[config.mk]
export PLATFORM = sky130hd
export DESIGN_NAME = uart_rx_fifo
export DESIGN_NICKNAME = d
export VERILOG_FILES = /design/src/rtl/uart_rx_fifo.sv
export SDC_FILE = /design/constraint.sdc
export NUM_CORES = 1
export LEC_CHECK = 0
export CORE_MARGIN = 2
export CORE_UTILIZATION = 61
export CTS_CLUSTER_SIZE = 20
export DETAILED_ROUTE_END_ITERATION = 7
export GPL_ROUTABILITY_DRIVEN = 0
export PLACE_DENSITY = 0.78
export RECOVER_POWER = 25
export SKIP_CTS_REPAIR_TIMING = 1
export SLEW_MARGIN = 20
export SYNTH_ARGS = -nofsm -noshare
export SYNTH_HDL_FRONTEND = slang
export SYNTH_SLANG_ARGS = --single-unit
export TNS_END_PERCENT = 20
[constraint.sdc]
create_clock -name clk -period 3.2 [get_ports clk]
set_input_delay 0.64 -clock clk [delete_from_list [all_inputs] [get_ports clk]]
set_output_delay 0.64 -clock clk [all_outputs]
set_load 0.01 [all_outputs]
[src/rtl/uart_rx_fifo.sv]
// UART 8N1 receiver for the sc1 serial input: 16x oversampling, 3-sample majority vote,
// and a small byte FIFO drained through a valid/ready handshake.
module uart_rx_fifo #(
  parameter int CLK_HZ     = 40_000_000,
  parameter int SCLK_HZ    = 115_200,
  parameter int FIFO_DEPTH = 4
) (
  input  logic                  clk,
  input  logic                  reset_n,
  input  logic                  uart_rxd,
  output logic [7:0]            rx_data,
  output logic                  rx_valid,
  input  logic                  rx_ready,
  output logic [FIFO_DEPTH:0]   rx_count,
  output logic                  frame_err,
  output logic                  overflow
);

  localparam int DIV     = CLK_HZ / (SCLK_HZ * 16);
  localparam int DIV_W   = (DIV > 1) ? $clog2(DIV) : 1;
  localparam int ENTRIES = 1 << FIFO_DEPTH;

  localparam logic [DIV_W-1:0]      DIV_LAST = DIV_W'(DIV - 1);
  localparam logic [DIV_W-1:0]      DIV_ONE  = DIV_W'(1);
  localparam logic [FIFO_DEPTH-1:0] PTR_ONE  = FIFO_DEPTH'(1);
  localparam logic [FIFO_DEPTH:0]   CNT_ONE  = (FIFO_DEPTH + 1)'(1);
  localparam logic [FIFO_DEPTH:0]   CNT_FULL = (FIFO_DEPTH + 1)'(ENTRIES);

  typedef enum logic [2:0] {
    S_IDLE,
    S_START,
    S_DATA,
    S_STOP,
    S_WAIT_HIGH
  } state_t;

  // ---------------------------------------------------------------------------
  // Input synchronizer and start-edge detection
  // ---------------------------------------------------------------------------
  logic       rxd_meta;
  logic       rxd_sync;
  logic       rxd_prev;
  logic [1:0] sync_vld;
  logic       armed;
  logic       start_edge;

  // NOTE: sequential state uses non-blocking assignments only, so every flop samples
  // the pre-edge value of its neighbours regardless of statement order.
  always_ff @(posedge clk or negedge reset_n) begin
    if (!reset_n) begin
      rxd_meta <= 1'b1;
      rxd_sync <= 1'b1;
      rxd_prev <= 1'b1;
      sync_vld <= 2'b00;
      armed    <= 1'b0;
    end else begin
      rxd_meta <= uart_rxd;
      rxd_sync <= rxd_meta;
      rxd_prev <= rxd_sync;
      sync_vld <= {sync_vld[0], 1'b1};
      // The synchronizer resets to idle-high, so a line already low at release would
      // otherwise look like a falling edge; edges count only after a real high is seen.
      if (sync_vld[1] && rxd_sync) armed <= 1'b1;
    end
  end

  assign start_edge = armed && rxd_prev && !rxd_sync;

  // ---------------------------------------------------------------------------
  // Oversampling tick, sub-bit counter and majority vote
  // ---------------------------------------------------------------------------
  state_t           state_q;
  state_t           state_d;
  logic [DIV_W-1:0] div_cnt;
  logic [3:0]       sub_cnt;
  logic [2:0]       bit_idx;
  logic             samp7;
  logic             samp8;
  logic [7:0]       shreg;
  logic             tick;
  logic             decide;
  logic             bit_end;
  logic             vote;
  logic             clear_cnt;
  logic             shift_en;
  logic             push_d;
  logic             push_q;
  logic             ferr_d;

  assign tick    = (div_cnt == DIV_LAST);
  assign decide  = tick && (sub_cnt == 4'd9);
  assign bit_end = tick && (sub_cnt == 4'd15);
  assign vote    = (samp7 & samp8) | (samp7 & rxd_sync) | (samp8 & rxd_sync);

  always_ff @(posedge clk or negedge reset_n) begin
    if (!reset_n) begin
      div_cnt <= '0;
      sub_cnt <= '0;
      bit_idx <= '0;
      samp7   <= 1'b1;
      samp8   <= 1'b1;
    end else if (clear_cnt) begin
      div_cnt <= '0;
      sub_cnt <= '0;
      bit_idx <= '0;
    end else begin
      div_cnt <= tick ? '0 : div_cnt + DIV_ONE;
      if (tick) begin
        sub_cnt <= sub_cnt + 4'd1;
        if (sub_cnt == 4'd7) samp7 <= rxd_sync;
        if (sub_cnt == 4'd8) samp8 <= rxd_sync;
        if (sub_cnt == 4'd15 && state_q == S_DATA) bit_idx <= bit_idx + 3'd1;
      end
    end
  end

  always_ff @(posedge clk or negedge reset_n) begin
    if (!reset_n) begin
      state_q   <= S_IDLE;
      shreg     <= '0;
      push_q    <= 1'b0;
      frame_err <= 1'b0;
    end else begin
      state_q   <= state_d;
      push_q    <= push_d;
      frame_err <= ferr_d;
      if (shift_en) shreg <= {vote, shreg[7:1]};
    end
  end

  // NOTE: every output of this block gets a default first, so no path can leave a
  // signal unassigned and infer a latch.
  always_comb begin
    state_d   = state_q;
    clear_cnt = 1'b0;
    shift_en  = 1'b0;
    push_d    = 1'b0;
    ferr_d    = 1'b0;
    unique case (state_q)
      S_IDLE: begin
        if (start_edge) begin
          state_d   = S_START;
          clear_cnt = 1'b1;
        end
      end
      S_START: begin
        if (decide && vote)  state_d = S_IDLE;
        else if (bit_end)    state_d = S_DATA;
      end
      S_DATA: begin
        if (decide) shift_en = 1'b1;
        if (bit_end && bit_idx == 3'd7) state_d = S_STOP;
      end
      S_STOP: begin
        // Leaving mid-stop-bit lets the next start edge be caught without delay.
        if (decide) begin
          if (vote) begin
            push_d  = 1'b1;
            state_d = S_IDLE;
          end else begin
            ferr_d  = 1'b1;
            state_d = S_WAIT_HIGH;
          end
        end
      end
      S_WAIT_HIGH: begin
        if (rxd_sync) state_d = S_IDLE;
      end
      default: state_d = S_IDLE;
    endcase
  end

  // ---------------------------------------------------------------------------
  // Receive FIFO with registered head
  // ---------------------------------------------------------------------------
  logic [7:0]            mem [ENTRIES];
  logic [FIFO_DEPTH-1:0] wr_ptr;
  logic [FIFO_DEPTH-1:0] rd_ptr;
  logic [FIFO_DEPTH-1:0] rd_next;
  logic [FIFO_DEPTH:0]   count;
  logic                  pop;
  logic                  full;
  logic                  wr_en;

  assign rx_valid = (count != '0);
  assign rx_count = count;
  assign pop      = rx_valid && rx_ready;
  assign full     = (count == CNT_FULL);
  assign wr_en    = push_q && (!full || pop);
  assign rd_next  = rd_ptr + PTR_ONE;

  // NOTE: storage has no reset; entries are only read once the occupancy count says
  // they were written, and leaving it unreset lets it map onto plain RAM.
  always_ff @(posedge clk) begin
    if (wr_en) mem[wr_ptr] <= shreg;
  end

  always_ff @(posedge clk or negedge reset_n) begin
    if (!reset_n) begin
      wr_ptr   <= '0;
      rd_ptr   <= '0;
      count    <= '0;
      rx_data  <= '0;
      overflow <= 1'b0;
    end else begin
      overflow <= push_q && full && !pop;
      if (wr_en) wr_ptr <= wr_ptr + PTR_ONE;
      if (pop)   rd_ptr <= rd_next;
      unique case ({wr_en, pop})
        2'b10:   count <= count + CNT_ONE;
        2'b01:   count <= count - CNT_ONE;
        default: count <= count;
      endcase
      // rx_data only moves on a pop or when a byte lands in an empty FIFO.
      if (pop) begin
        if (count > CNT_ONE) rx_data <= mem[rd_next];
        else if (wr_en)      rx_data <= shreg;
      end else if (wr_en && count == '0) begin
        rx_data <= shreg;
      end
    end
  end

endmodule

==> results.rst, run 1 <==
.. list-table::
   :header-rows: 1

   * - Metric
     - Value
   * - Pwr/cell area
     - 714 mW/mm^2
   * - Max-Cap Viols
     - 1
   * - Count of routing violations after the opening detailed-route iteration
     - 466
   * - CP cell instances
     - inv_1 -> ha_1 -> nor4b_4 -> inv_2 -> clkdlybuf4s50_1
   * - Bufs and invs on worst path
     - 3
   * - Element type at the critical path end
     - output port
   * - Die Footprint
     - 0.0138 mm^2
   * - Number of cell rows
     - 41
   * - Vert. Die Dim
     - 118 um
   * - Number of antenna violations at the first check in global routing
     - 0
   * - Fin. max-slew vios
     - 34
   * - Final critical-path share of the clock period
     - 84.2%
   * - Count of final hold-check violations
     - 0
   * - Crit path arrival time
     - 2.06 ns
   * - Setup slack of the worst register-to-register path
     - 0.72 ns
   * - Drt wl/cell
     - 21.2 um
   * - Worst supply voltage drop on vdd
     - 0.594 mV
   * - Unique cell type count in the Yosys netlist
     - 61
   * - Count of flip-flops with a built-in enable after synthesis
     - 128
   * - Worst path slowest cell
     - sky130_fd_sc_hd__clkdlybuf4s50_1
   * - Predominant post-synthesis flop cell
     - sky130_fd_sc_hd__edfxtp_1
   * - CTS Buffer Depth
     - 2
   * - Sequential cell area fraction in the yosys report
     - 66.4%
   * - First-pass GRT wire length
     - 24.1 mm
   * - Synthesized flop and latch total
     - 183
   * - Critical Path Fanout Max
     - 8
   * - Non-filler instance count after layout
     - 702
   * - H-tree lvl count
     - 4
   * - Slew @ Worst Pin
     - 1.91 ns
   * - Proportion of register bits with asynchronous set or reset after synthesis
     - 30.1%
   * - Congestion Overflow GR
     - 0
   * - Clock Tree Root
     - sky130_fd_sc_hd__clkbuf_16
   * - Share of final-layout standard cells stronger than drive strength 1
     - 20.8%
   * - Clock tree from TritonCTS
     - done
   * - Setup repair after global routing missed its margin
     - false
   * - Remaining DRCs
     - 0
   * - Worst Path Class, Setup
     - reg2out
   * - Leak
     - 3.58 nW
   * - Half-perimeter wire length of the detailed placement result
     - 9.52 mm
   * - Number of filler cells placed in the layout
     - 786
   * - Syn-to-layout area delta
     - 12.7%
   * - Routed via count divided by cell count
     - 5.97
   * - Via count
     - 4188
   * - Number of I/O port buffers
     - 19
   * - Post-Syn Instances
     - 481
   * - Average cell area after synthesis
     - 16.4 um^2
   * - Final number of setup-violating endpoints
     - 0
   * - Total Wirelength
     - 14.9 mm
   * - Critical path data required time
     - 2.56 ns
   * - Sinks on the clock net
     - 183
   * - Yosys warning count
     - 0
   * - Worst min-delay path class
     - reg2reg
   * - Via count of the first global-routing pass
     - 4330
   * - Post-Syn Nets
     - 502
   * - Netlist area before placement
     - 0.00787 mm^2
   * - Worst hold slack across all endpoints
     - 0.360 ns
   * - Max transition margin
     - -27.1%
   * - Starting density of the core
     - 62.4%
   * - Family with the most delay on the worst path
     - buffers and inverters
   * - Outcome
     - complete, but fails checks
   * - Timing-limited maximum frequency
     - 0.371 GHz
   * - Skew-Pair Late Insertion Delay
     - 0.43 ns
   * - Clock transition at path regs
     - 0.07 ns
   * - Layout Nets
     - 538
   * - Number of search-and-repair iterations in the first detailed-routing pass
     - 5
   * - Floorplan die width
     - 118 um
   * - Antenna diode count
     - 0
   * - Final Skew
     - 0.00996 ns
   * - Cell count after placement
     - 670
   * - Total clock buffers created by CTS
     - 17
   * - Number of nets with antenna violations after detailed routing
     - 0
   * - Setup TNS Final
     - 0 ns
   * - Violated checks
     - capacitance limit, slew limit
   * - Slowest Stage Delay on Critical Path
     - 0.48 ns
   * - I/O pin cnt
     - 20
   * - Minimum period implied by the final worst setup slack
     - 2.70 ns
   * - All-Layer GR Usage
     - 23.3%
   * - Core area
     - 0.0126 mm^2
   * - Largest net degree at the start of global routing
     - 39
   * - Element type at the critical path start
     - flip-flop
synthesized netlist by cell type (all sizes together) (8+ instances only):
cell / n / area, um^2
edfxtp: 128 / 3840
dfrtp: 50 / 1250
nor2: 35 / 134
mux4: 32 / 762
nor2b: 18 / 113
buf: 17 / 115
ha: 17 / 213
inv: 16 / 60.1
a21oi: 13 / 65.1
nand2: 12 / 45.0
nand3: 12 / 60.1
mux2: 11 / 124
mux2i: 10 / 100
a21boi: 9 / 67.6
nor3: 9 / 45.0
or2: 9 / 56.3
xnor2: 9 / 78.8
a2111oi: 8 / 120
o21ai: 8 / 47.5
xor2: 8 / 70.1
cell usage in the layout (no fill, tap or decap), drive strengths merged, types with 6 or more instances in the layout:
master         instances
edfxtp               128
dfrtp                 50
nor2                  35
mux4                  32
inv                   21
buf                   20
nor2b                 18
clkbuf                18
ha                    17
clkdlybuf4s50         17
a21oi                 13
nand3                 12
nand2                 12
mux2                  11
mux2i                 10
or2                    9
xnor2                  9
nor3                   9
a21boi                 9
xor2                   8
a2111oi                8
o21ai                  8
clkinvlp               6
metal layers:
| layer | vias to the layer above | wire length (um) | GRT usage, % | share of wire (%) |
|---|---|---|---|---|
| li1 | 1898 | - | - | - |
| met1 | 2139 | 6190 | 31.2 | 42 |
| met2 | 129 | 7630 | 38.7 | 51 |
| met3 | 22 | 816 | 5.23 | 5.5 |
| met4 | 0 | 238 | 6.93 | 1.6 |
| met5 | - | 0 | 0 | 0 |
where the power goes:
part / switching, mW / total, mW / internal, mW
sequential: 0.203 / 2.87 / 2.66
combinational: 0.776 / 1.46 / 0.687
clock: 0.917 / 2.01 / 1.09
total: 1.90 / 6.33 / 4.44
path summary, 6_finish.rpt:
| kind | end | cells past startpoint | start |
|---|---|---|---|
| setup / recovery | rx_valid | 5 | rx_count[0] |
| hold / removal | sync_vld[1] | 0 | sync_vld[0] |
| setup reg to reg | rx_data[4] | 9 | rx_count[0] |
| hold reg to reg | sync_vld[1] | 0 | sync_vld[0] |
| max in group asynchronous | samp8 | 2 | reset_n |
| min in group asynchronous | rx_count[1] | 1 | reset_n |
through the flow:
step | total power [mW] | setup WS [ns] | utilization (%) | area, um^2
final | 6.33 | 0.504 | 70.3 | 8870
after global routing | 6.62 | 0.388 | 70.3 | 8870
after CTS | 6.38 | 0.475 | 70.3 | 8880
after detailed placement | 4.39 | 0.483 | 65.8 | 8300
after global placement | 4.35 | 0.539 | 65.8 | 8300
after floorplan | 4.02 | 0.790 | - | 7870
cells by family after synthesis:
kind of cell | count (synthesis) | share of synthesized area, %
buffers and inverters | 38 | 2.46
xor gates and xnor gates | 17 | 1.89
AOI/OAI and AO/OA | 50 | 5.45
other | 1 | 0.0476
and+or+nand+nor | 121 | 8.42
adders and majority gates | 18 | 2.83
DFF | 183 | 66.4
muxes | 53 | 12.5
sequential cells by signal (all words and copies together) (netlist names):
signal and count:
sync_vld 2, push_q 1, state_q 3, samp7 1
rxd_prev 1, sub_cnt 4, rxd_sync 1, armed 1
frame_err 1, rx_data 8, rx_count 5, wr_ptr 4
rxd_meta 1, mem 128, rd_ptr 4, div_cnt 5
bit_idx 3, shreg 8, overflow 1, samp8 1
cell type report:
class	count	area [um^2]	share of cell area, %
flip-flops and latches	183	5230	58.9
clock inverters	15	146	1.65
multi-input cells	260	2450	27.6
well taps	172	215	2.42
inverters	16	60.1	0.677
clock buffers	17	425	4.79
repair buffers	39	347	3.91
No activity file was read; power rests on OpenSTA's default activity.
==> run 2, diff against run 1 <==
--- a/config.mk
+++ b/config.mk
@@ -6,11 +6,11 @@
 export NUM_CORES = 1
 export LEC_CHECK = 0
 export CORE_MARGIN = 2
-export CORE_UTILIZATION = 61
+export CORE_UTILIZATION = 55
 export CTS_CLUSTER_SIZE = 20
 export DETAILED_ROUTE_END_ITERATION = 7
 export GPL_ROUTABILITY_DRIVEN = 0
-export PLACE_DENSITY = 0.78
+export PLACE_DENSITY = 0.74
 export RECOVER_POWER = 25
 export SKIP_CTS_REPAIR_TIMING = 1
 export SLEW_MARGIN = 20
==> constraint.sdc (replaced) <==
create_clock -name clk -period 2.2 [get_ports clk]
set_input_delay 0.44 -clock clk [delete_from_list [all_inputs] [get_ports clk]]
set_output_delay 0.44 -clock clk [all_outputs]
set_load 0.01 [all_outputs]
==> run 2 against run 1 <==
Against the previous run: the flow finishes with violations (setup timing); combinational power up 69%; final area up 2.7%; die area up 11%; routed wire length up 4.4%; critical path type is now reg2reg; largest power group unchanged; highest routed layer unchanged.
==> results.rst, run 2 (same netlist as run 1, synthesis figures left out) <==
.. list-table::
   :header-rows: 1

   * - Metric
     - Value
   * - Outcome
     - complete, but fails checks
   * - Violated checks
     - setup timing
   * - I/O pin cnt
     - 20 (unchanged)
   * - Crit path arrival time
     - 2.51 ns (+0.45 ns)
   * - Skew-Pair Late Insertion Delay
     - 0.43 ns (about the same)
   * - Register with the most flip-flops
     - mem
   * - Total clock buffers created by CTS
     - 17 (unchanged)
   * - Leak
     - 3.71 nW (+3.6%)
   * - Final critical-path share of the clock period
     - 100%
   * - Proportion of total power due to net switching
     - 29.6% (-0.31 points)
   * - First-pass GRT wire length
     - 24.4 mm (+1.0%)
   * - Place WS
     - -0.0514 ns (-0.535 ns)
   * - Worst hold start
     - sync_vld[0]
   * - Biggest registers after layout
     - mem x128, rx_data x8, shreg x8
   * - All-Layer GR Usage
     - 22.3% (-0.91 points)
   * - Final design area excluding fillers
     - 0.00912 mm^2 (+2.7%)
   * - Worst hold slack across all endpoints
     - 0.351 ns (-0.00840 ns)
   * - Final Skew
     - 0.0101 ns (+0.000130 ns)
   * - Number of filler cells placed in the layout
     - 923 (+17%)
   * - Element type at the critical path end
     - flip-flop
   * - Most common cell after layout, fill and taps aside
     - sky130_fd_sc_hd__edfxtp_1
   * - Net switching power of the design
     - 2.88 mW (+52%)
   * - Half-perimeter wire length of the detailed placement result
     - 10.3 mm (+8.1%)
   * - Number of search-and-repair iterations in the first detailed-routing pass
     - 5 (unchanged)
   * - Register share of total power
     - 42.6% (-2.6 points)
   * - Layout Nets
     - 558 (+3.7%)
   * - Max-Cap Viols
     - 0 (-1)
   * - Count of routing violations after the opening detailed-route iteration
     - 407 (-13%)
   * - Floorplan die width
     - 124 um (+5.1%)
   * - Worst path slowest cell
     - sky130_fd_sc_hd__dfrtp_2
   * - Flip-flop count of the largest register, all copies and words added
     - 128 (unchanged)
   * - Congestion Overflow GR
     - 0 (unchanged)
   * - Drt wl/cell
     - 21.3 um (+0.39%)
   * - Critical Path Fanout Max
     - 32 (+24)
   * - Total Wirelength
     - 15.5 mm (+4.4%)
   * - Final number of setup-violating endpoints
     - 1 (+1)
   * - Most frequent cells in the layout
     - sky130_fd_sc_hd__edfxtp_1, sky130_fd_sc_hd__dfrtp_1, sky130_fd_sc_hd__nor2_1, sky130_fd_sc_hd__buf_4, sky130_fd_sc_hd__mux4_2
   * - Minimum period implied by the final worst setup slack
     - 2.21 ns
   * - Final core area utilization
     - 65.4% (-4.9 points)
   * - Largest net degree at the start of global routing
     - 48 (+23%)
   * - Number of cell rows
     - 43 (+4.9%)
   * - Worst supply voltage drop on vdd
     - 0.601 mV (+1.2%)
   * - Slowest Stage Delay on Critical Path
     - 0.44 ns (-0.04 ns)
   * - Share of final-layout standard cells stronger than drive strength 1
     - 24.0% (+3.2 points)
   * - Remaining DRCs
     - 0 (unchanged)
   * - Final worst slack
     - -0.00579 ns (-0.510 ns)
   * - Pwr/cell area
     - 1070 mW/mm^2 (+50%)
   * - Clock Tree Root
     - sky130_fd_sc_hd__clkbuf_16
   * - Antenna diode count
     - 0 (unchanged)
   * - Core area
     - 0.0139 mm^2 (+10%)
   * - Number of nets with antenna violations after detailed routing
     - 0 (unchanged)
   * - Worst min-delay path class
     - reg2reg
   * - Count of final hold-check violations
     - 0 (unchanged)
   * - H-tree lvl count
     - 4 (unchanged)
   * - Crit path launch
     - rd_ptr[0]
   * - Slew @ Worst Pin
     - 0.834 ns (-1.07 ns)
   * - Clk network pwr share
     - 32.0% (+0.3 points)
   * - Fin. max-slew vios
     - 0 (-100%)
   * - Element type at the critical path start
     - flip-flop
   * - Setup repair after global routing missed its margin
     - true
   * - Timing-limited maximum frequency
     - 0.453 GHz
   * - CP cell instances
     - ha_2 -> buf_12 -> mux4_2 -> nor2b_1 -> a2111oi_2 -> a21oi_1
   * - Combinational share of power
     - 25.4% (+2.3 points)
   * - Sinks on the clock net
     - 183 (unchanged)
   * - Starting density of the core
     - 56.5% (-5.9 points)
   * - Die Footprint
     - 0.0153 mm^2 (+11%)
   * - Reg-to-reg critical path startpoint
     - rd_ptr[0]
   * - Via count
     - 4328 (+3.3%)
   * - Number of I/O port buffers
     - 19 (unchanged)
   * - Syn-to-layout area delta
     - 15.8%
   * - Worst Path Class, Setup
     - reg2reg
   * - Max transition margin
     - 44.4% (+72 points)
   * - Vert. Die Dim
     - 124 um (+5.1%)
   * - Clock transition at path regs
     - 0.07 ns (about the same)
   * - Internal power
     - 6.85 mW (+54%)
   * - Critical path data required time
     - 2.50 ns (-0.06 ns)
   * - Routed via count divided by cell count
     - 5.93 (-0.62%)
   * - Clock tree from TritonCTS
     - done
   * - CTS Buffer Depth
     - 2 (unchanged)
   * - Standard cell area after detailed placement
     - 0.00849 mm^2 (+2.3%)
   * - Via count of the first global-routing pass
     - 4346 (+0.37%)
   * - Number of antenna violations at the first check in global routing
     - 0 (unchanged)
run 2: cell count changes in the layout (fill, tap and decap cells not counted), sizes merged:
cell and delta:
bufinv +2, clkdlybuf4s50 -1, clkinvlp -2, clkinv -1, dlygate4sd3 +1, dlymetal6s2s +1
buf +17, clkbuf +3
run 2: final cells by class:
class,count,area (um^2),area share [%]
flip-flops and latches,183,5230,57.3
multi-input cells,260,2480,27.2
repair buffers,59,523,5.74
clock buffers,18,429,4.71
well taps,180,225,2.47
clock inverters,14,173,1.89
inverters,16,60.1,0.659
run 2: power groups by stage:
stage / Sequential [mW] / Combinational, mW / Clock, mW
after floorplan: 4.16 / 1.68 / 0
after global placement: 4.19 / 2.37 / 0
after detailed placement: 4.21 / 2.43 / 0
after CTS: 4.14 / 2.46 / 3.14
after global routing: 4.18 / 2.69 / 3.28
final: 4.15 / 2.47 / 3.11
run 2: worst max-delay path: cells and delay by family, from the launching register on:
family | cells | cell delay, ns
simple gates | 1 | 0.16
mux | 1 | 0.35
flops | 1 | 0.44
fa+ha+maj | 1 | 0.36
compound gates | 2 | 0.53
buf+inv | 1 | 0.21
run 2: final timing paths:
| check | to | slack (ns) | cells past startpoint |
|---|---|---|---|
| max | rx_data[1] | -0.006 | 6 |
| min | sync_vld[1] | 0.35 | 0 |
| max reg2reg | rx_data[1] | -0.006 | 6 |
| min reg2reg | sync_vld[1] | 0.35 | 0 |
| max in group asynchronous | rd_ptr[0] | 0.61 | 3 |
| min in group asynchronous | div_cnt[0] | 0.47 | 2 |
run 2: metal layers:
layer,vias up,routed length (um),global-route usage [%]
met5,-,0,0
met3,29,774,5.13
met1,2231,6500,29.4
li1,1940,-,-
met2,128,7890,36.6
met4,0,365,8.45
run 2: metrics by stage:
| stage | instances | setup TNS [ns] | total power [mW] |
|---|---|---|---|
| floorplan | 481 | -5.52 | 5.84 |
| global placement | 696 | 0 | 6.56 |
| detailed placement | 696 | -0.560 | 6.64 |
| CTS | 728 | -0.246 | 9.74 |
| global route | 730 | -0.302 | 10.2 |
| finish | 730 | -0.00579 | 9.73 |
==> run 3, diff against run 2 <==
--- a/config.mk
+++ b/config.mk
@@ -5,8 +5,10 @@
 export SDC_FILE = /design/constraint.sdc
 export NUM_CORES = 1
 export LEC_CHECK = 0
+export CORE_ASPECT_RATIO = 1.2
 export CORE_MARGIN = 2
 export CORE_UTILIZATION = 55
+export CTS_CLUSTER_DIAMETER = 150
 export CTS_CLUSTER_SIZE = 20
 export DETAILED_ROUTE_END_ITERATION = 7
 export GPL_ROUTABILITY_DRIVEN = 0
==> run 3 against run 2 <==
Against the previous run: routed wire length is 8.5% lower; largest cell class unchanged; flip-flop and latch count stayed put; first-iteration DRC count is 26% lower; clock-buffer cell count is 3 higher; clock power is 3% lower; final cell count is 1.8% lower; highest routed layer unchanged; the flow finishes with violations (DRC, capacitance limit); critical path depth stayed put; via count is 4.8% lower; clock skew is 0.0029 ns lower; final area is 0.75% lower; non-clock buffer count is 4 lower.
==> results.rst, run 3 (same netlist as run 1, synthesis figures left out) <==
.. list-table::
   :header-rows: 1

   * - Metric
     - Value
   * - Outcome
     - complete, but fails checks
   * - Violated checks
     - DRC, capacitance limit
   * - Timing-limited maximum frequency
     - 0.459 GHz (+1.1%)
   * - Element type at the critical path start
     - flip-flop
   * - Largest net degree at the start of global routing
     - 39 (-19%)
   * - Proportion of total power due to net switching
     - 28.9% (-0.68 points)
   * - Sinks on the clock net
     - 183 (unchanged)
   * - Clk network pwr share
     - 31.8% (-0.2 points)
   * - Number of antenna violations at the first check in global routing
     - 0 (unchanged)
   * - Worst min-delay path class
     - in2async
   * - Most common cell after layout, fill and taps aside
     - sky130_fd_sc_hd__edfxtp_1
   * - Half-perimeter wire length of the detailed placement result
     - 9.59 mm (-6.8%)
   * - Vert. Die Dim
     - 135 um (+9.2%)
   * - Setup repair after global routing missed its margin
     - true
   * - Via count of the first global-routing pass
     - 4287 (-1.4%)
   * - Routed via count divided by cell count
     - 5.75 (-3.1%)
   * - Via count
     - 4121 (-4.8%)
   * - Drt wl/cell
     - 19.8 um (-6.8%)
   * - Syn-to-layout area delta
     - 14.9%
   * - Combinational share of power
     - 24.7% (-0.7 points)
   * - Place WS
     - -0.0324 ns (+0.0190 ns)
   * - Count of routing violations after the opening detailed-route iteration
     - 301 (-26%)
   * - Critical Path Fanout Max
     - 26 (-19%)
   * - Depth of the worst register-to-register path
     - 6 (unchanged)
   * - Fin. max-slew vios
     - 0 (unchanged)
   * - FF+latch area
     - 0.00523 mm^2 (unchanged)
   * - Final critical-path share of the clock period
     - 99.1% (-1.1 points)
   * - First-pass GRT wire length
     - 23.1 mm (-5.3%)
   * - Element type at the critical path end
     - flip-flop
   * - Floorplan die width
     - 113 um (-8.4%)
   * - H-tree lvl count
     - 4 (unchanged)
   * - Die Footprint
     - 0.0153 mm^2 (about the same)
   * - Antenna diode count
     - 0 (unchanged)
   * - Setup slack of the worst register-to-register path
     - 0.02 ns (+0.03 ns)
   * - Total clock buffers created by CTS
     - 17 (unchanged)
   * - Critical path data required time
     - 2.51 ns (about the same)
   * - Total Wirelength
     - 14.2 mm (-8.5%)
   * - Final number of setup-violating endpoints
     - 0 (-1)
   * - Clock tree from TritonCTS
     - done
   * - Remaining DRCs
     - 4 (+4)
   * - All-Layer GR Usage
     - 20.4% (-2.0 points)
   * - Register with the most flip-flops
     - mem
   * - Leak
     - 3.69 nW (-0.28%)
   * - Worst Path Class, Setup
     - reg2reg
   * - Final worst slack
     - 0.0193 ns (+0.0251 ns)
   * - I/O pin cnt
     - 20 (unchanged)
   * - Slew @ Worst Pin
     - 1.49 ns (+0.658 ns)
   * - Skew-Pair Late Insertion Delay
     - 0.43 ns (about the same)
   * - Internal power
     - 6.75 mW (-1.4%)
   * - Number of search-and-repair iterations in the first detailed-routing pass
     - 8 (+3)
   * - Minimum period implied by the final worst setup slack
     - 2.18 ns (-0.0251 ns)
   * - Max-Cap Viols
     - 1 (+1)
   * - Final Skew
     - 0.00721 ns (-0.00288 ns)
   * - Congestion Overflow GR
     - 0 (unchanged)
   * - Biggest registers after layout
     - mem x128, rx_data x8, shreg x8
   * - Setup TNS Final
     - 0 ns (+0.00579 ns)
   * - Core area
     - 0.0139 mm^2 (-0.40%)
   * - Number of I/O port buffers
     - 19 (unchanged)
   * - Total area of multi-input combinational cells
     - 0.00246 mm^2 (-0.81%)
   * - Number of nets with antenna violations after detailed routing
     - 0 (unchanged)
   * - Worst supply voltage drop on vdd
     - 0.651 mV (+8.3%)
   * - Flip-flop count of the largest register, all copies and words added
     - 128 (unchanged)
   * - Layout Nets
     - 554 (-0.72%)
   * - Number of filler cells placed in the layout
     - 940 (+1.8%)
   * - Pwr/cell area
     - 1050 mW/mm^2 (-1.6%)
   * - Starting density of the core
     - 56.7% (+0.23 points)
   * - Register share of total power
     - 43.4% (+0.8 points)
   * - Most frequent cells in the layout
     - sky130_fd_sc_hd__edfxtp_1, sky130_fd_sc_hd__dfrtp_1, sky130_fd_sc_hd__nor2_1
   * - Clock transition at path regs
     - 0.07 ns (about the same)
   * - Max transition margin
     - 0.554% (-44 points)
   * - Share of final-layout standard cells stronger than drive strength 1
     - 22.9% (-1.1 points)
   * - Clock Tree Root
     - sky130_fd_sc_hd__clkbuf_16
   * - Net switching power of the design
     - 2.75 mW (-4.6%)
   * - Crit path arrival time
     - 2.49 ns (-0.02 ns)
   * - Number of cell rows
     - 47 (+9.3%)
   * - Count of final hold-check violations
     - 0 (unchanged)
   * - CTS Buffer Depth
     - 2 (unchanged)
## run 3: changes by cell type in the layout (fill, tap and decap cells not counted), sizes merged
cell         previous run  this run
buf                    37        33
clkbuf                 21        25
bufinv                  3         1
clkinv                  2         3
clkinvlp                4         3
dlygate4sd3             2         1
inv                    21        20
## run 3: per-stage QoR
stage          cells  total power [mW]  cell area [um^2]  hold slack (ns)  utilization, %
2_1_floorplan    481              5.84              7880            0.144               -
3_3_place_gp     684              6.49              8450            0.332            60.9
3_5_place_dp     684              6.56              8450            0.346            60.9
4_1_cts          716              9.58              9050           0.0271            65.2
5_1_grt          717              9.91              9050            0.365            65.2
6_report         717              9.50              9050            0.352            65.2
## run 3: metal layers
| metal | part of all wire [%] | vias up | GRT usage, % |
|---|---|---|---|
| li1 | - | 1932 | - |
| met1 | 43 | 2090 | 25.7 |
| met2 | 52 | 81 | 34.3 |
| met3 | 3.7 | 18 | 4.98 |
| met4 | 1.9 | 0 | 7.86 |
| met5 | 0 | - | 0 |
## run 3: final timing paths
path	start	to
worst max-delay path	rd_ptr[0]	rx_data[6]
worst min-delay path	reset_n	rx_count[2]
worst max register to register	rd_ptr[0]	rx_data[6]
worst min register to register	sync_vld[0]	sync_vld[1]
max in group asynchronous	reset_n	rd_ptr[0]
min in group clk	sync_vld[0]	sync_vld[1]
## run 3: power by group through the flow
stage	logic, mW	registers, mW	clock network, mW
after floorplan	1.68	4.16	0
after global placement	2.31	4.18	0
after detailed placement	2.36	4.20	0
after CTS	2.37	4.13	3.08
after global routing	2.55	4.16	3.20
final	2.35	4.12	3.02
## run 3: area by class of cell
class,count,share of cell area (%)
Clock buffer,21,5.45
Clock inverter,11,1.20
Inverter,16,0.664
Multi-Input combinational cell,260,27.2
Sequential cell,183,57.8
Tap cell,171,2.36
Timing Repair Buffer,55,5.37
## run 3: critical path, cell delays in order, from the launching register on
cell                        delay [ns]
sky130_fd_sc_hd__dfrtp_2          0.43
sky130_fd_sc_hd__ha_1             0.37
sky130_fd_sc_hd__buf_12           0.22
sky130_fd_sc_hd__mux4_1           0.37
sky130_fd_sc_hd__nor2b_1          0.18
sky130_fd_sc_hd__a2111oi_2        0.36
sky130_fd_sc_hd__a21oi_1          0.11
